`config.mk`:
```
export PLATFORM = sky130hd
export DESIGN_NAME = cam_pixel_tx
export DESIGN_NICKNAME = d
export VERILOG_FILES = /design/src/rtl/cam_pkg.sv /design/src/rtl/cam_bar_gen.sv /design/src/rtl/cam_pixel_tx.sv
export SDC_FILE = /design/constraint.sdc
export NUM_CORES = 1
export LEC_CHECK = 0
export BUFFER_PORTS_ARGS = -buffer_cell sky130_fd_sc_hd__buf_2
export CAP_MARGIN = 20
export CORE_MARGIN = 2
export CORE_UTILIZATION = 40
export CTS_BUF_LIST = sky130_fd_sc_hd__clkbuf_4
export DETAILED_ROUTE_END_ITERATION = 10
export GPL_ROUTABILITY_DRIVEN = 0
export HOLD_SLACK_MARGIN = 0.03
export PLACE_DENSITY = 0.69
export SLEW_MARGIN = 20
export SYNTH_ARGS = -nofsm -noshare
export SYNTH_HDL_FRONTEND = slang
export SYNTH_HIERARCHICAL = 1
export SYNTH_SLANG_ARGS = --single-unit
```
`constraint.sdc`:
```
create_clock -name clk_65mhz -period 7 [get_ports clk_65mhz]
set_clock_uncertainty 0.15 [all_clocks]
set_input_delay 0.7 -clock clk_65mhz [delete_from_list [all_inputs] [get_ports clk_65mhz]]
set_output_delay 0.7 -clock clk_65mhz [all_outputs]
set_load 0.05 [all_outputs]
```
`src/rtl/cam_pkg.sv`:
```
// Shared types and constants for the DVP-style camera pixel transmitter.
// Timing defaults describe a QVGA frame with a short vertical blanking period.
package cam_pkg;

    typedef enum logic [2:0] {
        ST_IDLE,
        ST_VSYNC,
        ST_V_BACK,
        ST_ACTIVE_LINE,
        ST_H_BLANK,
        ST_V_FRONT
    } state_t;

    localparam int DEF_H_ACTIVE      = 320;
    localparam int DEF_V_ACTIVE      = 240;
    localparam int DEF_H_BLANK       = 144;
    localparam int DEF_VSYNC_LINES   = 3;
    localparam int DEF_V_BACK_LINES  = 17;
    localparam int DEF_V_FRONT_LINES = 10;

    localparam logic [15:0] BAR_WHITE   = 16'hFFFF;
    localparam logic [15:0] BAR_YELLOW  = 16'hFFE0;
    localparam logic [15:0] BAR_CYAN    = 16'h07FF;
    localparam logic [15:0] BAR_GREEN   = 16'h07E0;
    localparam logic [15:0] BAR_MAGENTA = 16'hF81F;
    localparam logic [15:0] BAR_RED     = 16'hF800;
    localparam logic [15:0] BAR_BLUE    = 16'h001F;
    localparam logic [15:0] BAR_BLACK   = 16'h0000;

    function automatic int max4(input int a, input int b,
                                input int c, input int d);
        int m;
        m = a;
        if (b > m) m = b;
        if (c > m) m = c;
        if (d > m) m = d;
        return m;
    endfunction

    // Bits needed to count 0..n-1, never less than one.
    function automatic int cnt_w(input int n);
        return (n < 2) ? 1 : $clog2(n);
    endfunction

endpackage

```
`src/rtl/cam_bar_gen.sv`:
```
// Colour-bar lookup: maps a pixel column to one of eight RGB565 bars.
// Columns past the last full bar fall into the final (black) bar.
module cam_bar_gen
    import cam_pkg::*;
#(
    parameter int H_ACTIVE = DEF_H_ACTIVE,
    parameter int XW       = cnt_w(DEF_H_ACTIVE)
) (
    input  logic [XW-1:0] x,
    output logic [15:0]   colour
);

    localparam int BAR_W = (H_ACTIVE / 8 > 0) ? H_ACTIVE / 8 : 1;

    int unsigned bar;

    always_comb begin
        bar    = 32'(x) / 32'(BAR_W);
        colour = BAR_BLACK;
        case (bar)
            0:       colour = BAR_WHITE;
            1:       colour = BAR_YELLOW;
            2:       colour = BAR_CYAN;
            3:       colour = BAR_GREEN;
            4:       colour = BAR_MAGENTA;
            5:       colour = BAR_RED;
            6:       colour = BAR_BLUE;
            default: colour = BAR_BLACK;
        endcase
    end

endmodule

```
`src/rtl/cam_pixel_tx.sv`:
```
// Camera-style parallel pixel transmitter: pclk = clk/2, vsync/href framing,
// RGB565 pixels sent high byte first from a stream or an internal bar pattern.
module cam_pixel_tx
    import cam_pkg::*;
#(
    parameter int H_ACTIVE      = DEF_H_ACTIVE,
    parameter int V_ACTIVE      = DEF_V_ACTIVE,
    parameter int H_BLANK       = DEF_H_BLANK,
    parameter int VSYNC_LINES   = DEF_VSYNC_LINES,
    parameter int V_BACK_LINES  = DEF_V_BACK_LINES,
    parameter int V_FRONT_LINES = DEF_V_FRONT_LINES
) (
    input  logic        clk_65mhz,
    input  logic        rst_n_in,
    input  logic        enable_in,
    input  logic        pattern_mode_in,
    input  logic [15:0] pixel_in,
    input  logic        pixel_valid_in,
    output logic        pixel_ready_out,
    output logic        cam_clk_out,
    output logic        vsync_out,
    output logic        href_out,
    output logic [7:0]  pixel_out,
    output logic        frame_start_out,
    output logic        underflow_out
);

    localparam int LINE_LEN = 2 * H_ACTIVE + H_BLANK;
    localparam int HW = cnt_w(LINE_LEN);
    localparam int LW = cnt_w(max4(VSYNC_LINES, V_BACK_LINES,
                                   V_ACTIVE, V_FRONT_LINES));
    localparam int XW = cnt_w(H_ACTIVE);

    localparam logic [HW-1:0] H_LAST    = HW'(LINE_LEN - 1);
    localparam logic [HW-1:0] HREF_LAST = HW'(2 * H_ACTIVE - 1);
    localparam logic [LW-1:0] VS_LAST   = LW'(VSYNC_LINES - 1);
    localparam logic [LW-1:0] VB_LAST   = LW'(V_BACK_LINES - 1);
    localparam logic [LW-1:0] VA_LAST   = LW'(V_ACTIVE - 1);
    localparam logic [LW-1:0] VF_LAST   = LW'(V_FRONT_LINES - 1);

    state_t          state, nstate;
    logic [HW-1:0]   hcnt, nh;
    logic [LW-1:0]   lcnt, nl;
    logic            start;
    logic            tick;
    logic            h_wrap;
    logic            pattern_q;
    logic [7:0]      lo_byte;
    logic            load_hi;
    logic [XW-1:0]   px;
    logic [15:0]     bar_colour;
    logic [15:0]     cur_pix;

    assign tick   = cam_clk_out;
    assign h_wrap = (hcnt == H_LAST);

    always_comb begin
        nstate = state;
        nh     = h_wrap ? '0 : hcnt + 1'b1;
        nl     = lcnt;
        start  = 1'b0;
        unique case (state)
            ST_IDLE: begin
                nh = '0;
                nl = '0;
                if (enable_in) begin
                    nstate = ST_VSYNC;
                    start  = 1'b1;
                end
            end
            ST_VSYNC: begin
                if (h_wrap) begin
                    if (lcnt == VS_LAST) begin
                        nstate = ST_V_BACK;
                        nl     = '0;
                    end else begin
                        nl = lcnt + 1'b1;
                    end
                end
            end
            ST_V_BACK: begin
                if (h_wrap) begin
                    if (lcnt == VB_LAST) begin
                        nstate = ST_ACTIVE_LINE;
                        nl     = '0;
                    end else begin
                        nl = lcnt + 1'b1;
                    end
                end
            end
            ST_ACTIVE_LINE: begin
                if (hcnt == HREF_LAST) nstate = ST_H_BLANK;
            end
            ST_H_BLANK: begin
                if (h_wrap) begin
                    if (lcnt == VA_LAST) begin
                        nstate = ST_V_FRONT;
                        nl     = '0;
                    end else begin
                        nstate = ST_ACTIVE_LINE;
                        nl     = lcnt + 1'b1;
                    end
                end
            end
            ST_V_FRONT: begin
                if (h_wrap) begin
                    if (lcnt == VF_LAST) begin
                        nl = '0;
                        if (enable_in) begin
                            nstate = ST_VSYNC;
                            start  = 1'b1;
                        end else begin
                            nstate = ST_IDLE;
                        end
                    end else begin
                        nl = lcnt + 1'b1;
                    end
                end
            end
            default: nstate = ST_IDLE;
        endcase
    end

    // Even pclk slots of an active line carry the high byte of a new pixel.
    assign load_hi         = (nstate == ST_ACTIVE_LINE) && !nh[0];
    assign pixel_ready_out = tick && load_hi && !pattern_q;
    assign px              = XW'(nh >> 1);

    cam_bar_gen #(
        .H_ACTIVE (H_ACTIVE),
        .XW       (XW)
    ) u_bar_gen (
        .x      (px),
        .colour (bar_colour)
    );

    always_comb begin
        cur_pix = 16'h0000;
        if (pattern_q)           cur_pix = bar_colour;
        else if (pixel_valid_in) cur_pix = pixel_in;
    end

    always_ff @(posedge clk_65mhz or negedge rst_n_in) begin
        if (!rst_n_in) begin
            state           <= ST_IDLE;
            hcnt            <= '0;
            lcnt            <= '0;
            cam_clk_out     <= 1'b0;
            vsync_out       <= 1'b0;
            href_out        <= 1'b0;
            pixel_out       <= '0;
            frame_start_out <= 1'b0;
            underflow_out   <= 1'b0;
            pattern_q       <= 1'b0;
            lo_byte         <= '0;
        end else begin
            cam_clk_out     <= ~cam_clk_out;
            frame_start_out <= 1'b0;
            if (tick) begin
                state           <= nstate;
                hcnt            <= nh;
                lcnt            <= nl;
                frame_start_out <= start;
                if (start) pattern_q <= pattern_mode_in;
                vsync_out <= (nstate == ST_VSYNC);
                href_out  <= (nstate == ST_ACTIVE_LINE);
                if (load_hi) begin
                    pixel_out <= cur_pix[15:8];
                    lo_byte   <= cur_pix[7:0];
                end else if (nstate == ST_ACTIVE_LINE) begin
                    pixel_out <= lo_byte;
                end else begin
                    pixel_out <= '0;
                end
                if (pixel_ready_out && !pixel_valid_in) underflow_out <= 1'b1;
            end
        end
    end

endmodule

```
==> impl_results.md <==
* Status: complete, no violations
* Fin crit share at 0.543
* Gates resized, CTS repair at 0
* Highest-count cells in the layout ignoring fill and taps: sky130_fd_sc_hd__dfrtp_1, sky130_fd_sc_hd__buf_2, sky130_fd_sc_hd__nor2_1
* Root Buffer Master: sky130_fd_sc_hd__clkbuf_4
* Number of cells in the design after placement at about 410
* Sum of overflow across all layers after global routing at 0
* Worst skew pair latency at roughly 0.38 ns
* Leading cell type in the layout, fill and taps excluded: sky130_fd_sc_hd__dfrtp_1
* Headroom to the max-slew limit at 0.355
* Detail Route Antenna Nets at 0
* Layout overhead on the synthesized area at 5.30%
* Required time of the critical path at 6.15 ns
* Overall global routing resource usage at 0.156
* Synthesized instance count at a little over 300
* I/O pin total at 35
* CTS Buf Count at 5
* CTS tree: built
* Average wire per standard cell at 14.3 um
* Net switching component of the power at around 110 uW
* Initial antenna violation count at 0
* Final total negative setup slack at 0 ns
* Detailed Routing Iterations Pass 1 at 4
* Average size of a mapped cell at 9.44 sq um
* Effective utilization at floorplan at 0.408
* Endpoint arrival time on the critical path at a little under 3 ns
* First DRT Iteration DRCs at between 100 and 150
* Via count at between 2,000 and 2,500
* Width of the die at between 80 and 90 um
* Standard cell with the maximum stage delay on the critical path: sky130_fd_sc_hd__dfrtp_1
* Via count of the first global-routing pass at just over 2,000
* Highest achievable clock rate at about 260 MHz
* CTS sink count at between 40 and 50
* Largest driver fanout on the critical path at 17
* Part of the total power dissipated in combinational logic at 0.063
* Final hold violation count at 0
* Final worst path period need at between 3 and 4 ns
* Total setup buffers inserted after CTS at 0
* Final Max Tran Viols at 0
* Number of buffers inserted for hold repair after clock tree synthesis at 0
* YS warnings at 6
* Worst setup path category: register to output pin
* Maximum clock insertion buffer count at 2
* Count of unresolved DRC violations after routing at 0
* Max H-tree Level at 2
* Share of total power in the clock network at 0.318
* Startpoint Class: register
* Switching power as a share of total power at 0.260
* Layout fillers at around 690
* Kind of capture point of the worst setup path: output pin
* Antenna diode count at 0
* Final setup viols at 0
* Quantity of I/O buffers inserted on ports at 34
* Leakage power total at ~0.0013 uW
* Height of the die at ~90 um
* Core Footprint at 7180 sq um
* Final nets at ~350
* Number of rows in the core area at 31
* Final cell count without fillers at about 420
* Largest net degree at the start of global routing at 44
* Internal power component at 304 uW
* Detailed-placement wirelength estimate at 4340 um
* Post-Syn Area at approximately 2900 sq um
* Transition time at the pin with the least slew margin at a little under 1 ns
* Clock transition at the register clock pins on the worst setup and hold paths after CTS at approximately 0.15 ns
* Largest stage delay on the critical path at 0.42 ns
* Portion of total power attributed to sequential cells at 0.619
* Global-route wire length before repair at ~9700 um
* Maxcap violations at 0
* DRT Wirelength at between 6000 and 7000 um
* Area of the die at 8010 sq um
* Mapped Nets at 336
* Total power divided by cell area at approximately 130 nW/um^2
* Post-detailed-route via-to-cell ratio at approximately 5.6
* Peak supply drop at 0.0535 mV
* Fraction of layout cells with a size suffix above 1 at 0.227
* Type of the most critical hold path: primary input to async pin
* Cell-by-cell listing of the critical path: ha_1 > and4b_1 > a31o_2 > or2_2 > nand2_1 > nor4_1 > buf_2
* Unrepaired setup endpoints after global routing: no
-- path summary, 6_finish.rpt --
kind                                   endpoint     startpoint  cells past startpoint  slack [ns]
worst min-delay path                    lcnt[4]       rst_n_in                      1        0.29
min in group clk_65mhz            underflow_out  underflow_out                      1        0.32
max in group asynchronous            lo_byte[5]       rst_n_in                      1        5.79
worst min register to register    underflow_out  underflow_out                      1        0.32
worst max register to register     pixel_out[3]        hcnt[0]                     11        3.68
worst max-delay path            pixel_ready_out        hcnt[0]                      7        3.20
-- layout make-up --
class	instances	area, sq um	area share
Multi-Input combinational cell	223	1590	0.517
Sequential cell	43	1080	0.349
Timing Repair Buffer	35	178	0.0577
Tap cell	99	124	0.0402
Inverter	13	48.8	0.0158
Clock buffer	5	37.5	0.0122
Clock inverter	3	23.8	0.00772
-- sequential cells by signal (all words and copies together), names as in the netlist --
signal / flops
hcnt: 10
lcnt: 8
lo_byte: 8
pixel_out: 8
state: 3
cam_clk_out: 1
frame_start_out: 1
href_out: 1
pattern_q: 1
underflow_out: 1
vsync_out: 1
-- power by group through the flow --
stage	Combinational, uW	Clock (uW)	Sequential [uW]
final	26.0	130	254
after global routing	29.1	150	255
after CTS	26.6	136	254
after detailed placement	26.5	0	259
after global placement	25.8	0	259
after floorplan	14.2	0	258
-- worst max-delay path, delay by kind of cell (launching register included) --
family	cells	cell delay (ns)
AO/OA/AOI/OAI	1	0.35
adder cells (fa/ha/maj)	1	0.23
buffers and inverters	1	0.35
flip-flops	1	0.42
AND/OR/NAND/NOR	4	1.23
-- per-layer routing --
metal  share of wire  vias to the layer above  GRT usage  routed length [um]
met5               0                        -          0                   0
li1                -                     1159          -                   -
met2            0.46                       48      0.218                2780
met4           0.016                        0     0.0556                  97
met1            0.48                     1145      0.233                2910
met3           0.038                        9     0.0369                 231
-- through the flow --
step / setup slack, ns / hold slack [ns] / total power, uW / utilization / area, sq um
global route: 2.95 / 0.356 / 433 / 0.429 / 3080
global placement: 3.71 / 0.286 / 284 / 0.421 / 3020
floorplan: 3.22 / 0.254 / 272 / - / 2930
CTS: 3.19 / 0.319 / 416 / 0.429 / 3080
detailed placement: 3.62 / 0.289 / 285 / 0.421 / 3020
finish: 3.20 / 0.294 / 410 / 0.429 / 3080
Power figures use the tool's default switching activity.
